## config.mk

```make
export PLATFORM = sky130hd
export DESIGN_NAME = hdmi_in_timing_meas
export DESIGN_NICKNAME = d
export VERILOG_FILES = /design/src/rtl/hdmi_in_timing_meas.sv
export SDC_FILE = /design/constraint.sdc
export NUM_CORES = 1
export LEC_CHECK = 0
export BUFFER_PORTS_ARGS = -buffer_cell sky130_fd_sc_hd__clkbuf_2
export CAP_MARGIN = 5
export CORE_MARGIN = 2
export CORE_UTILIZATION = 40
export CTS_BUF_LIST = sky130_fd_sc_hd__clkbuf_16
export CTS_CLUSTER_DIAMETER = 150
export DETAILED_ROUTE_END_ITERATION = 8
export GPL_TIMING_DRIVEN = 1
export PLACE_DENSITY = 0.68
export SLEW_MARGIN = 20
export SYNTH_ARGS = -nofsm -noshare
export SYNTH_HDL_FRONTEND = slang
export SYNTH_SLANG_ARGS = --single-unit
```

## constraint.sdc

```tcl
create_clock -name pixclk_in -period 5.95 [get_ports pixclk_in]
set_input_delay 1.785 -clock pixclk_in [delete_from_list [all_inputs] [get_ports pixclk_in]]
set_output_delay 1.785 -clock pixclk_in [all_outputs]
set_load 0.1 [all_outputs]
```

## src/rtl/hdmi_in_timing_meas.sv

```systemverilog
// hdmi_in_timing_meas
// Measures the timing of an incoming HDMI video stream and reports, once per
// frame, the horizontal total, horizontal active width, vertical total and
// vertical active height. Flags a stable format (locked) and a lost input
// (no_signal).
//
// Ports:
//   pixclk_in   pixel clock, the only clock
//   rst         synchronous active-high reset
//   vs_in       vertical sync (active level set by VS_POL)
//   hs_in       horizontal sync (active level set by HS_POL)
//   de_in       data enable
//   h_total     pixclk_in cycles per line
//   h_active    largest DE-high count seen in any line of the frame
//   v_total     lines per frame
//   v_active    lines of the frame with at least one DE-high cycle
//   meas_valid  one-cycle pulse when the four results update
//   locked      format unchanged for STABLE_FRAMES+1 captures
//   no_signal   no VS edge within TIMEOUT_CYC cycles, or in reset
module hdmi_in_timing_meas #(
   parameter int CNT_W         = 12,
   parameter int STABLE_FRAMES = 3,
   parameter int TIMEOUT_CYC   = 8388608,
   parameter int VS_POL        = 1,
   parameter int HS_POL        = 1
) (
   input  logic             pixclk_in,
   input  logic             rst,
   input  logic             vs_in,
   input  logic             hs_in,
   input  logic             de_in,
   output logic [CNT_W-1:0] h_total,
   output logic [CNT_W-1:0] h_active,
   output logic [CNT_W-1:0] v_total,
   output logic [CNT_W-1:0] v_active,
   output logic             meas_valid,
   output logic             locked,
   output logic             no_signal
);

   localparam logic [CNT_W-1:0] CNT_MAX = '1;
   localparam int TW = $clog2(TIMEOUT_CYC) + 1;
   localparam logic [TW-1:0] TO_LAST = TW'(TIMEOUT_CYC - 1);
   localparam int MW = $clog2(STABLE_FRAMES + 1);
   localparam logic [MW-1:0] MATCH_MAX = MW'(STABLE_FRAMES);

   typedef enum logic [1:0] {NO_SIG, ACQUIRE, TRACK} state_t;

   state_t state, state_nx;

   logic vs_n, hs_n;
   logic vs_s1, vs_s2, hs_s1, hs_s2, de_s1;
   logic vs_edge, hs_edge, timeout, capture, same_fmt;

   logic [CNT_W-1:0] pix_cnt, de_cnt, line_len, max_de, line_cnt, act_cnt;
   logic [CNT_W-1:0] line_len_nx, max_de_nx, line_cnt_nx, act_cnt_nx;
   logic [TW-1:0]    vs_timer;
   logic [MW-1:0]    match_cnt, match_nx;

   function automatic logic [CNT_W-1:0] sat_inc(input logic [CNT_W-1:0] v);
      return (v == CNT_MAX) ? v : v + 1'b1;
   endfunction

   // Syncs are normalised to active-high before the synchroniser.
   assign vs_n    = (VS_POL != 0) ? vs_in : ~vs_in;
   assign hs_n    = (HS_POL != 0) ? hs_in : ~hs_in;
   assign vs_edge = vs_s1 & ~vs_s2;
   assign hs_edge = hs_s1 & ~hs_s2;

   // A VS edge arriving in the very cycle the timer expires counts as in time.
   assign timeout = (vs_timer == TO_LAST) && !vs_edge;
   assign capture = vs_edge && (state != NO_SIG);

   // Line-end bookkeeping is folded in first, so a line that ends together
   // with the frame is counted into the ending frame.
   always_comb begin
      line_len_nx = line_len;
      max_de_nx   = max_de;
      line_cnt_nx = line_cnt;
      act_cnt_nx  = act_cnt;
      if (hs_edge) begin
         line_len_nx = pix_cnt;
         if (de_cnt > max_de) max_de_nx = de_cnt;
         line_cnt_nx = sat_inc(line_cnt);
         if (de_cnt != '0) act_cnt_nx = sat_inc(act_cnt);
      end
      same_fmt = (line_len_nx == h_total) && (max_de_nx == h_active) &&
                 (line_cnt_nx == v_total) && (act_cnt_nx == v_active);
      match_nx = '0;
      if (same_fmt && (line_cnt_nx != '0))
         match_nx = (match_cnt == MATCH_MAX) ? match_cnt : match_cnt + 1'b1;
   end

   always_comb begin
      state_nx = state;
      case (state)
         NO_SIG:  if (vs_edge) state_nx = ACQUIRE;
         ACQUIRE: if (vs_edge) state_nx = TRACK;
         TRACK:   state_nx = TRACK;
         default: state_nx = NO_SIG;
      endcase
      if (timeout) state_nx = NO_SIG;
   end

   always_ff @(posedge pixclk_in) begin
      if (rst) state <= NO_SIG;
      else     state <= state_nx;
   end

   always_ff @(posedge pixclk_in) begin
      if (rst) begin
         vs_s1      <= 1'b0;
         vs_s2      <= 1'b0;
         hs_s1      <= 1'b0;
         hs_s2      <= 1'b0;
         de_s1      <= 1'b0;
         pix_cnt    <= '0;
         de_cnt     <= '0;
         line_len   <= '0;
         max_de     <= '0;
         line_cnt   <= '0;
         act_cnt    <= '0;
         vs_timer   <= '0;
         match_cnt  <= '0;
         h_total    <= '0;
         h_active   <= '0;
         v_total    <= '0;
         v_active   <= '0;
         meas_valid <= 1'b0;
         locked     <= 1'b0;
         no_signal  <= 1'b1;
      end else begin
         vs_s1      <= vs_n;
         vs_s2      <= vs_s1;
         hs_s1      <= hs_n;
         hs_s2      <= hs_s1;
         de_s1      <= de_in;
         pix_cnt    <= hs_edge ? CNT_W'(1) : sat_inc(pix_cnt);
         de_cnt     <= hs_edge ? CNT_W'(de_s1) : (de_s1 ? sat_inc(de_cnt) : de_cnt);
         line_len   <= line_len_nx;
         meas_valid <= capture;

         if (vs_edge)                vs_timer <= '0;
         else if (vs_timer != TO_LAST) vs_timer <= vs_timer + 1'b1;

         // Every VS edge starts a fresh frame, including the first one out of NO_SIG.
         if (vs_edge) begin
            max_de   <= '0;
            line_cnt <= '0;
            act_cnt  <= '0;
         end else begin
            max_de   <= max_de_nx;
            line_cnt <= line_cnt_nx;
            act_cnt  <= act_cnt_nx;
         end

         if (timeout) begin
            h_total   <= '0;
            h_active  <= '0;
            v_total   <= '0;
            v_active  <= '0;
            match_cnt <= '0;
            locked    <= 1'b0;
            no_signal <= 1'b1;
         end else if (capture) begin
            h_total   <= line_len_nx;
            h_active  <= max_de_nx;
            v_total   <= line_cnt_nx;
            v_active  <= act_cnt_nx;
            match_cnt <= match_nx;
            locked    <= (match_nx == MATCH_MAX);
            no_signal <= 1'b0;
         end
      end
   end

endmodule

```

## Word-level counts from Yosys, hierarchy flattened

Index checks and enable logic that the tools add are counted.
Widths: inputs -> output; s select.

| operators by class | value |
|---|---|
| add/subtract/negate cells | 6 |
| $lt $le $gt $ge | 1 |
| equality and inequality tests | 18 |
| multiplexer cells | 18 |
| bitwise gates (word level) | 5 |
| reduce and logical (&&, ||, !) cells | 18 |

Operators by type and width:

| kind | count |
|---|---|
| $mux 12 | 8 |
| $add 12x1->12 const B | 4 |
| $eq 12x12->1 | 4 |
| $eq 12x12->1 const B | 4 |
| $add 24x1->24 const B | 1 |
| $eq 24x23->1 const B | 1 |
| $ne 24x23->1 const B | 1 |
| $reduce_bool 12->1 | 2 |
| $gt 12x12->1 | 1 |
| $mux 2 | 4 |
| $ne 2x2->1 const B | 4 |
| $eq 2x2->1 const B | 3 |
| $logic_and 1x1->1 | 6 |
| $pmux 2 s3 | 1 |
| $reduce_and 2->1 | 3 |
| $reduce_or 2->1 | 3 |
| $mux 1 | 5 |
| $reduce_bool 2->1 | 2 |
| $not 1->1 | 3 |
| $add 2x1->2 const B | 1 |
| $and 1x1->1 | 2 |
| $eq 2x1->1 const B | 1 |
| $logic_not 2->1 | 1 |
| $logic_not 1->1 | 1 |

| storage, ports and cells | value |
|---|---|
| bits in registers | 156 |
| input port bits | 5 |
| output and inout port bits | 51 |

## Logic depth before layout (Yosys ltp)

Gate-level depths: netlist of the first run.

| depth | value |
|---|---|
| depth after elaboration | 10 |
| depth in mapped cells | 12 |
| mapped depth without buffers | 11 |

## Worst setup path after synthesis of the first run

Ideal clock, no wire load.

| timing | value |
|---|---|
| path type | register to register |
| start point | register h_active[2] |
| end point | register match_cnt[1] |
| data arrival time | 3.221 ns |
| data required time | 5.863 ns |
| slack | 2.642 ns |
| cell stages (with the launch flop) | 10 |
| path through | dfxtp_1 > xor2_1 > or4_4 > a2111oi_4 > a21o_1 > nand3_1 > or4b_1 > nor4_2 > nand3_1 > o31ai_1 |

| between the ends | value |
|---|---|
| cells in the longest elaborated chain, start to end | 6 |

RTL lines:

| what | line | text |
|---|---|---|
| from (decl) | 33 | `output logic [CNT_W-1:0] h_active,` |
| from (signal assigned) | 167 | `h_active <= max_de_nx;` |
| $eq 12x12->1 | 87 | `same_fmt = (line_len_nx == h_total) && (max_de_nx == h_active) &&` |
| $logic_and 1x1->1 (2 in series) | 87 |  |
| $logic_and 1x1->1 | 88 | `(line_cnt_nx == v_total) && (act_cnt_nx == v_active);` |
| $logic_and 1x1->1 | 90 | `if (same_fmt && (line_cnt_nx != '0))` |
| $mux 2 | 90 |  |
| to (signal assigned) | 170 | `match_cnt <= match_nx;` |
| to (decl) | 58 | `logic [MW-1:0] match_cnt, match_nx;` |

Every way passes these cells.
A chain may end at the register's enable or synchronous reset.

## Final worst setup path of the first run

| timing | value |
|---|---|
| start point | register de_cnt[2] |
| end point | register match_cnt[1] |

| between the ends | value |
|---|---|
| cells in the longest elaborated chain, start to end | 9 |
| elaborated cells between the ends (all ways) | 13 |

RTL lines:

| what | line | text |
|---|---|---|
| from (decl) | 55 | `logic [CNT_W-1:0] pix_cnt, de_cnt, line_len, max_de, line_cnt, act_cnt;` |
| from (signal assigned) | 139 | `de_cnt <= hs_edge ? CNT_W'(de_s1) : (de_s1 ? sat_inc(de_cnt) : de_cnt);` |
| $gt 12x12->1 | 83 | `if (de_cnt > max_de) max_de_nx = de_cnt;` |
| $mux 12 | 83 |  |
| $mux 12 | 81 | `if (hs_edge) begin` |
| $eq 12x12->1 | 87 |  |
| $logic_and 1x1->1 (2 in series) | 87 |  |
| $logic_and 1x1->1 (*) | 88 |  |
| $logic_and 1x1->1 (*) | 90 |  |
| $mux 2 (*) | 90 |  |

Every way passes the cells marked *; elsewhere a longest branch is shown, timed or not.

==> results.ini, run 1 <==
[yosys]
avgSynthCellArea_sq_um = 7.99
ys_ff_latch = 156
syn-cell-area_sq_um = 8640
async_flop_share_pct = 0
yosys.cell_types.count = 68
ys_warn_count = 0
ys_seq_area_share_pct = 36.2
syn_nets = 1106
netlist_instances = 1081
synthFlopType = dfxtp_1
synth-edff-count = 0

[placed_design]
gp_congestion = 0.948
place_hpwl_mm = 17.0
dp.cells = 1356
numPortBuffers = 55

[final_layout]
fin_util_pct = 45.8
area_growth_pct = 11.9
fillerInstances = 2095
largest_register_ffs = 24
final_cells = 1388
n_antenna_cell = 0
nets = 1125
multi_input_area_sq_um = 5120
largest-register = vs_timer
drive_above_1_share_pct = 9.61
regArea_sq_um = 3120

[flow_run]
drv_cap = 0

[clocking]
path_clk_slew_ps = 60
numCtsBuffers = 17
root_buffer = clkbuf_16
cts_hold_buffers = 0
cts_tree = yes
cts-resized-gates = 0
clk_latency_ps = 440
clock-sinks = 156
clockBufferDepth = 2
cts_setup_buffers = 0
ctsHtreeMaxLevel = 4

[timing]
slew_violations = 0
setup_tns_ps = 0
relSlewSlack_pct = 33.7
min_period_ps = 3630
finalSetupViolations = 0
finalCritPeriodShare_pct = 61.0
clock.fmax_mhz = 276
final_hold_viol_count = 0
rsz0062_at_grt = no
worstMarginPinSlew_ps = 986
hold_ws_ps = 459
clock_skew_ps = 15.6

[power]
p_comb_share_pct = 11.0
switching_power_mw = 0.689
p_int_mw = 1.84
power.total_mw = 2.53
power.density_nw_per_um2 = 262
switching_share_pct = 27.2
ir_drop_uv = 171
power_leakage_nw = 3.73
seq_power_share_pct = 43.1
pwr-share-clk_pct = 45.9

[floorplanning]
die_area_sq_um = 22800
die_w_microns = 151
die_h_microns = 151
coreArea_sq_um = 21100
start_util_pct = 41.0
pin_count = 56
fp-row-count = 53

[worst_setup_path]
start_kind = flop
crit_type = reg2reg
end_kind = flop
r2r_setup_slack_ps = 2320
arrival_ps = 3980
r2r_start = de_cnt[2]$_SDFFE_PP0P_
cp-endpoint = match_cnt[1]$_SDFFE_PP0P_
startpoint = de_cnt[2]$_SDFFE_PP0P_
reg2reg_depth = 9
cp.required_ps = 6300
crit_fanout = 9
worstReg2RegEnd = match_cnt[1]$_SDFFE_PP0P_

[grt]
overflow = 0
grt_max_degree = 60
grt_pass1_vias = 7199
antenna_found_initial = 0
grt_pass1_wl_mm = 37.5
grtUsageTotal_pct = 20.9

[routing]
num_vias = 7769
vias_per_cell = 5.60
first_pass_iters = 5
routed_wl_mm = 23.3
wire_per_inst_microns = 16.8
dr.first_iter.drc_count = 557
postRouteAntennaNets = 0
drc = 0

[run_status]
status = completed

[hold_path]
hp-class = reg2reg
min_from = no_signal$_SDFFE_PP1P_

-- area by class of cell --
| class | count | share of cell area [%] |
|---|---|---|
| Inverter | 37 | 1.44 |
| Multi-Input combinational cell | 828 | 53.0 |
| Timing Repair Buffer | 60 | 3.24 |
| Clock inverter | 15 | 2.05 |
| Clock buffer | 17 | 4.40 |
| Tap cell | 275 | 3.56 |
| Sequential cell | 156 | 32.3 |
-- synth_stat cells (all sizes together), types with 9 or more instances --
| cell type | instances | share of area (%) |
|---|---|---|
| o2111ai | 11 | 1.1 |
| ha | 20 | 2.9 |
| nand2b | 28 | 2.0 |
| buf | 18 | 1.2 |
| nand2 | 68 | 3.0 |
| and2 | 9 | 0.65 |
| nor3 | 32 | 1.9 |
| dfxtp | 156 | 36 |
| or4 | 9 | 0.83 |
| or3 | 9 | 0.65 |
| xor2 | 52 | 5.3 |
| inv | 37 | 1.6 |
| nor2 | 175 | 7.6 |
| o21ai | 27 | 1.6 |
| nand3 | 47 | 2.7 |
| nor4 | 19 | 1.4 |
| clkbuf | 42 | 1.8 |
| and3 | 11 | 0.80 |
| mux2i | 30 | 3.5 |
| nor2b | 28 | 2.0 |
| a211oi | 36 | 3.1 |
| a21oi | 54 | 3.1 |
| nand4 | 40 | 3.0 |
| xnor2 | 30 | 3.0 |
-- through the flow --
step                      cell area [sq um]  setup slack [ps]
after CTS                              9670              2340
after global routing                   9670              1990
final                                  9670              2320
after floorplan                        8640              2640
after detailed placement               9040              2160
after global placement                 9040              2210
-- worst min path at each step --
stage                              to  slack (ps)  cells past startpoint
2_1_floorplan        vs_s2$_SDFF_PP0_         440                      1
3_3_place_gp   no_signal$_SDFFE_PP1P_         450                      2
3_5_place_dp   no_signal$_SDFFE_PP1P_         440                      2
4_1_cts        no_signal$_SDFFE_PP1P_         460                      2
5_1_grt        no_signal$_SDFFE_PP1P_         490                      2
6_report       no_signal$_SDFFE_PP1P_         460                      2
-- power by group through the flow --
stage	combinational, mW	clock, mW	sequential [mW]
after floorplan	0.149	0	1.18
after global placement	0.274	0	1.11
after detailed placement	0.275	0	1.12
after CTS	0.276	1.18	1.09
after global routing	0.298	1.22	1.10
final	0.278	1.16	1.09
-- cells in the final DEF (no fill, tap or decap), types with 4 or more instances in the layout --
cell type / netlist / routed
and4_1: 6 / 6
dfxtp_1: 156 / 156
a21oi_1: 54 / 54
o2111ai_1: 11 / 11
a41oi_1: 4 / 4
nor2_1: 175 / 174
a211oi_1: 36 / 36
clkbuf_16: 0 / 17
ha_1: 20 / 20
nand4_1: 39 / 39
buf_4: 5 / 5
o31ai_1: 4 / 4
inv_1: 37 / 39
clkbuf_2: 0 / 55
mux2i_1: 30 / 30
nor4_1: 18 / 18
o21ai_0: 27 / 27
or2_2: 6 / 6
xor2_1: 52 / 52
or3_1: 9 / 9
xnor2_1: 30 / 30
and2_1: 8 / 8
nand3_1: 47 / 47
or4_1: 8 / 8
and3_1: 11 / 11
o211ai_1: 6 / 6
nor3_1: 32 / 32
nor2b_1: 28 / 28
bufinv_16: 0 / 4
nand2_1: 68 / 68
o21a_1: 4 / 4
nand3b_1: 6 / 6
a31oi_1: 5 / 5
a2111oi_0: 5 / 5
nand2b_1: 28 / 26
-- critical path: stages (launching register included) --
cell and delay (ps):
dfxtp_1 410, nor4_1 870, a31oi_2 350, nand2_1 240, mux2i_1 460, o221ai_1 170, or4b_1 530, nor4_1 280
a32oi_1 140, o31ai_1 90
-- cell families (layout without fill, tap and decap cells) --
family	count (synthesis)	after routing	synth area share, %
buf+inv	97	129	4.68
compound gates	189	189	14.8
fa+ha+maj	20	20	2.90
xor+xnor	82	82	8.31
flops	156	156	36.2
mux	31	31	3.61
simple gates	506	506	29.5
-- per-layer routing --
metal	vias up	part of all wire, %	track usage (%)
met4	0	2.0	6.45
met1	3618	45	27.5
met3	32	6.5	4.25
li1	3891	-	-
met5	-	0	0
met2	228	47	34.7
Power figures use the tool's default switching activity.
==> run 2: changes to the inputs <==
Clock period 5.95 ns to 3.36 ns, I/O delays scaled along.
==> results.ini, run 2 (synthesized netlist as in run 1, its figures left out) <==
[grt]
busiest_layer = met2
grt_max_degree = 37
antenna_found_initial = 0
overflow = 0
gr-usage-met1_pct = 30.2
grtUsageTotal_pct = 22.0
grt_pass1_wl_mm = 38.9
grt_pass1_vias = 7246
met2_usage_pct = 34.7
gr-usage-met3_pct = 4.43

[final_layout]
multi_input_area_sq_um = 5150
fillerInstances = 2097
largest_register_ffs = 24
fin_util_pct = 47.0
layout_commonest_cell = nor2_1
final_cells = 1424
n_antenna_cell = 0
mostFrequentLayoutCells = nor2_1, dfxtp_1, nand2_1, clkbuf_2, a21oi_1
nets = 1161
area_growth_pct = 14.7
drive_above_1_share_pct = 12.9
largest-register = vs_timer
regArea_sq_um = 3120

[hold_path]
hp-class = reg2reg

[timing]
hold_ws_ps = 470
clock_skew_ps = 11.2
setup_tns_ps = 0
final_hold_viol_count = 0
worstMarginPinSlew_ps = 641
rsz0062_at_grt = no
min_period_ps = 3130
clock.fmax_mhz = 320
finalSetupViolations = 0
slew_violations = 0
relSlewSlack_pct = 56.1
finalCritPeriodShare_pct = 93.1

[worst_setup_path]
end_kind = flop
cp_cell_sequence = xor2_1, or4_4, a2111oi_4, a21o_1, nand3_1, or4b_1, nor4_2, nand3_1, o31ai_1
reg2reg_depth = 9
slowest_delay_ps = 540
worstReg2RegEnd = match_cnt[1]$_SDFFE_PP0P_
arrival_ps = 3470
cp.required_ps = 3700
cp-endpoint = match_cnt[1]$_SDFFE_PP0P_
r2r_setup_slack_ps = 230
crit_fanout = 8
startpoint = de_cnt[2]$_SDFFE_PP0P_
crit_type = reg2reg
critical_path.slowest_cell = dfxtp_1
r2r_start = de_cnt[2]$_SDFFE_PP0P_
start_kind = flop
cp_common_cell = nand3_1

[floorplanning]
die_area_sq_um = 22800
die_w_microns = 151
pin_count = 56
die_h_microns = 151
fp-row-count = 53
start_util_pct = 41.0
coreArea_sq_um = 21100

[routing]
wire_per_inst_microns = 17.2
dr.first_iter.drc_count = 569
postRouteAntennaNets = 0
num_vias = 7845
drc = 0
routed_wl_mm = 24.5
first_pass_iters = 5
vias_per_cell = 5.51

[power]
power_leakage_nw = 3.86
power.density_nw_per_um2 = 431
power.total_mw = 4.27
ir_drop_uv = 317

[run_status]
status = completed

[clocking]
ctsHtreeMaxLevel = 4
clk_latency_ps = 440
cts_tree = yes
path_clk_slew_ps = 60
numCtsBuffers = 17
root_buffer = clkbuf_16
cts_hold_buffers = 0
clock-sinks = 156
clockBufferDepth = 2

[placed_design]
dp.cells = 1391
place_hpwl_mm = 18.4
numPortBuffers = 55
gp_congestion = 0.952

[flow_run]
drv_cap = 0

==> run 2: cell types whose count changed in the layout (fill, tap and decap cells not counted), sizes merged <==
| cell | change |
|---|---|
| buf | +36 |
| clkinvlp | +4 |
| clkinv | -2 |
| inv | +1 |
| bufinv | -3 |
==> run 2: worst min-delay path by stage <==
stage	startpoint	to	slack, ps	depth (start not counted)
floorplan	vs_s1$_SDFF_PP0_	vs_s2$_SDFF_PP0_	440	1
global placement	vs_s1$_SDFF_PP0_	vs_s2$_SDFF_PP0_	450	1
detailed placement	no_signal$_SDFFE_PP1P_	no_signal$_SDFFE_PP1P_	460	2
CTS	no_signal$_SDFFE_PP1P_	no_signal$_SDFFE_PP1P_	470	2
global route	vs_s1$_SDFF_PP0_	vs_s2$_SDFF_PP0_	510	1
finish	no_signal$_SDFFE_PP1P_	no_signal$_SDFFE_PP1P_	470	2
==> run 2: timing repair <==
action | in CTS | in global routing
hold endpoints to repair | 0 | 0
resized for setup | 0 | 8
buffers inserted | 0 | 1
endpoints found under the setup margin | 0 | 1
==> run 2: metal layers <==
metal  vias to the layer above  part of all wire, %
met4                         0                  2.5
li1                       3958                    -
met2                       187                   45
met5                         -                    0
met3                        36                  4.8
met1                      3664                   48
==> run 2: layout make-up <==
type | instances | share of cell area [%]
clock inverters | 15 | 1.26
repair buffers | 96 | 6.01
well taps | 275 | 3.47
inverters | 37 | 1.40
clock buffers | 17 | 4.29
flip-flops and latches | 156 | 31.5
multi-input cells | 828 | 52.0
==> run 2: per-stage QoR <==
stage / setup WS [ps] / instance area (sq um)
after floorplan: 52.1 / 8640
after global placement: 143 / 9320
after detailed placement: 183 / 9320
after CTS: 154 / 9870
after global routing: 33.5 / 9910
final: 233 / 9910
==> run 2: worst max-delay path: cells and delay by family, from the launching register on <==
family,cells,cell delay (ps)
XOR/XNOR,1,170
flip-flops,1,540
AO/OA/AOI/OAI,3,700
AND/OR/NAND/NOR,5,1610
==> run 2: report_power, final <==
part	switching [mW]	internal, mW	total [mW]
clock	0.809	1.01	1.82
combinational	0.364	0.154	0.518
sequential	0.0485	1.88	1.93
total	1.22	3.05	4.27
==> run 3: changes to the inputs <==
Settings changed: PLACE_DENSITY 0.68 to 0.7.
Clock period 3.36 ns to 2.79 ns, I/O delays scaled along.
==> results.ini, run 3 (synthesized netlist as in run 1, its figures left out) <==
[worst_setup_path]
critPathTopFamily = simple AND/OR/NAND/NOR gates
critical_path.slowest_cell = or4b_1
cp_cell_sequence = buf_4, nand2b_1, nand4_1, nor4_1, buf_4, a21o_1, nand3_1, or4b_1, nor4_4, nand3_2, o31ai_1
cp.required_ps = 3150
slowest_delay_ps = 530
start_kind = flop
end_kind = flop
path_buf_inv = 2
crit_fanout = 4
crit_type = reg2reg
arrival_ps = 3220
cp_common_cell = buf_4

[final_layout]
layout_commonest_cell = buf_4
fin_util_pct = 54.5
fin_area_sq_um = 11500
nets = 1308
drive_above_1_share_pct = 28.4
largest-register = vs_timer
fillerInstances = 1934
multi_input_area_sq_um = 5480
largest_register_ffs = 24
n_antenna_cell = 0
mostFrequentLayoutCells = buf_4, nor2_1, dfxtp_1, nand2_1, clkbuf_2
regArea_sq_um = 3160
area_growth_pct = 33.1

[floorplanning]
die_area_sq_um = 22800
start_util_pct = 41.0
fp-row-count = 53
die_h_microns = 151
die_w_microns = 151
pin_count = 56
coreArea_sq_um = 21100

[grt]
antenna_found_initial = 0
grt_pass1_wl_mm = 42.6
grt_pass1_vias = 8324
grt_max_degree = 48
overflow = 0
grtUsageTotal_pct = 24.1

[routing]
dr.first_iter.drc_count = 619
wire_per_inst_microns = 17.2
postRouteAntennaNets = 0
drc = 0
num_vias = 8689
first_pass_iters = 6
routed_wl_mm = 27.0
vias_per_cell = 5.53

[clocking]
cts_tree = yes
root_buffer = clkbuf_16
clockBufferDepth = 2
numCtsBuffers = 17
ctsHtreeMaxLevel = 4
clock-sinks = 156
clk_latency_ps = 450
path_clk_slew_ps = 70
cts_hold_buffers = 0

[power]
p_comb_share_pct = 13.5
pwr-share-clk_pct = 44.5
seq_power_share_pct = 42.0
p_int_mw = 3.89
switching_power_mw = 1.62
ir_drop_uv = 433
power.density_nw_per_um2 = 480
switching_share_pct = 29.4
power.total_mw = 5.52
power_leakage_nw = 4.75

[placed_design]
place_hpwl_mm = 19.8
numPortBuffers = 55
placed_area_sq_um = 10400
gp_congestion = 0.934

[flow_run]
drv_cap = 0

[timing]
finalSetupViolations = 2
relSlewSlack_pct = 52.6
final_hold_viol_count = 0
finalCritPeriodShare_pct = 103
min_period_ps = 2860
slew_violations = 0
rsz0062_at_grt = yes
worst_slack_ps = -70.9
clock_skew_ps = 14.1
worstMarginPinSlew_ps = 712
clock.fmax_mhz = 350

[hold_path]
hp-class = reg2reg

[run_status]
violations = setup timing
status = complete, but fails checks

-- run 3: cell count changes in the layout (fill, tap and decap cells not counted), moves of 5 or more --
cell / delta
inv_1: -5
dfxtp_1: -22
dfxtp_4: +5
mux2i_1: -5
nor3_2: +5
nor3_1: -6
buf_4: +142
o21ai_0: -5
nor4_2: +5
dfxtp_2: +17
clkinvlp_4: -6
nor4_1: -8
-- run 3: worst paths after layout --
kind / from / depth (start not counted) / to / slack [ps]
worst min register to register: no_signal$_SDFFE_PP1P_ / 2 / no_signal$_SDFFE_PP1P_ / 460
worst max register to register: de_cnt[5]$_SDFFE_PP0P_ / 11 / match_cnt[1]$_SDFFE_PP0P_ / -70
worst min-delay path: no_signal$_SDFFE_PP1P_ / 2 / no_signal$_SDFFE_PP1P_ / 460
worst max-delay path: de_cnt[5]$_SDFFE_PP0P_ / 11 / match_cnt[1]$_SDFFE_PP0P_ / -70
-- run 3: stage by stage --
stage | instances | hold slack, ps | TNS [ps] | setup WS, ps
CTS | 1566 | 458 | -1.54 | -1.54
global route | 1571 | 481 | -365 | -164
detailed placement | 1527 | 443 | -474 | -207
floorplan | 1081 | 439 | 0 | 28.9
finish | 1571 | 458 | -135 | -70.9
global placement | 1527 | 434 | -340 | -154
-- run 3: power groups by stage --
stage	Sequential, mW	Clock, mW	Combinational (mW)
finish	2.32	2.45	0.746
global route	2.32	2.60	0.793
CTS	2.31	2.50	0.714
detailed placement	2.37	0	0.677
global placement	2.36	0	0.675
floorplan	2.51	0	0.317
-- run 3: routing by layer --
metal	track usage (%)	vias up	share of wire (%)
met5	0	-	0
met4	7.52	0	2.1
met3	4.64	53	4.4
met2	40.4	221	47
met1	31.2	4166	46
li1	-	4249	-
-- run 3: timing repair --
action | 4_1_cts | 5_1_grt
hold endpoints to repair | 0 | 0
setup endpoints to repair | 3 | 10
pin swaps | 21 | 18
setup buffers | 7 | 5
gates resized for setup | 46 | 40
-- run 3: worst register-to-register path, stage by stage, from the launching register on --
cell,delay [ps]
dfxtp_1,430
buf_4,160
nand2b_1,110
nand4_1,90
nor4_1,370
buf_4,180
a21o_1,190
nand3_1,100
or4b_1,530
nor4_4,210
nand3_2,170
o31ai_1,240
-- run 3: final cells by class --
| class | instances | share of cell area (%) |
|---|---|---|
| inverters | 37 | 1.21 |
| clock buffers | 17 | 3.70 |
| multi-input cells | 828 | 47.7 |
| repair buffers | 243 | 15.2 |
| well taps | 275 | 2.99 |
| flip-flops and latches | 156 | 27.5 |
| clock inverters | 15 | 1.74 |
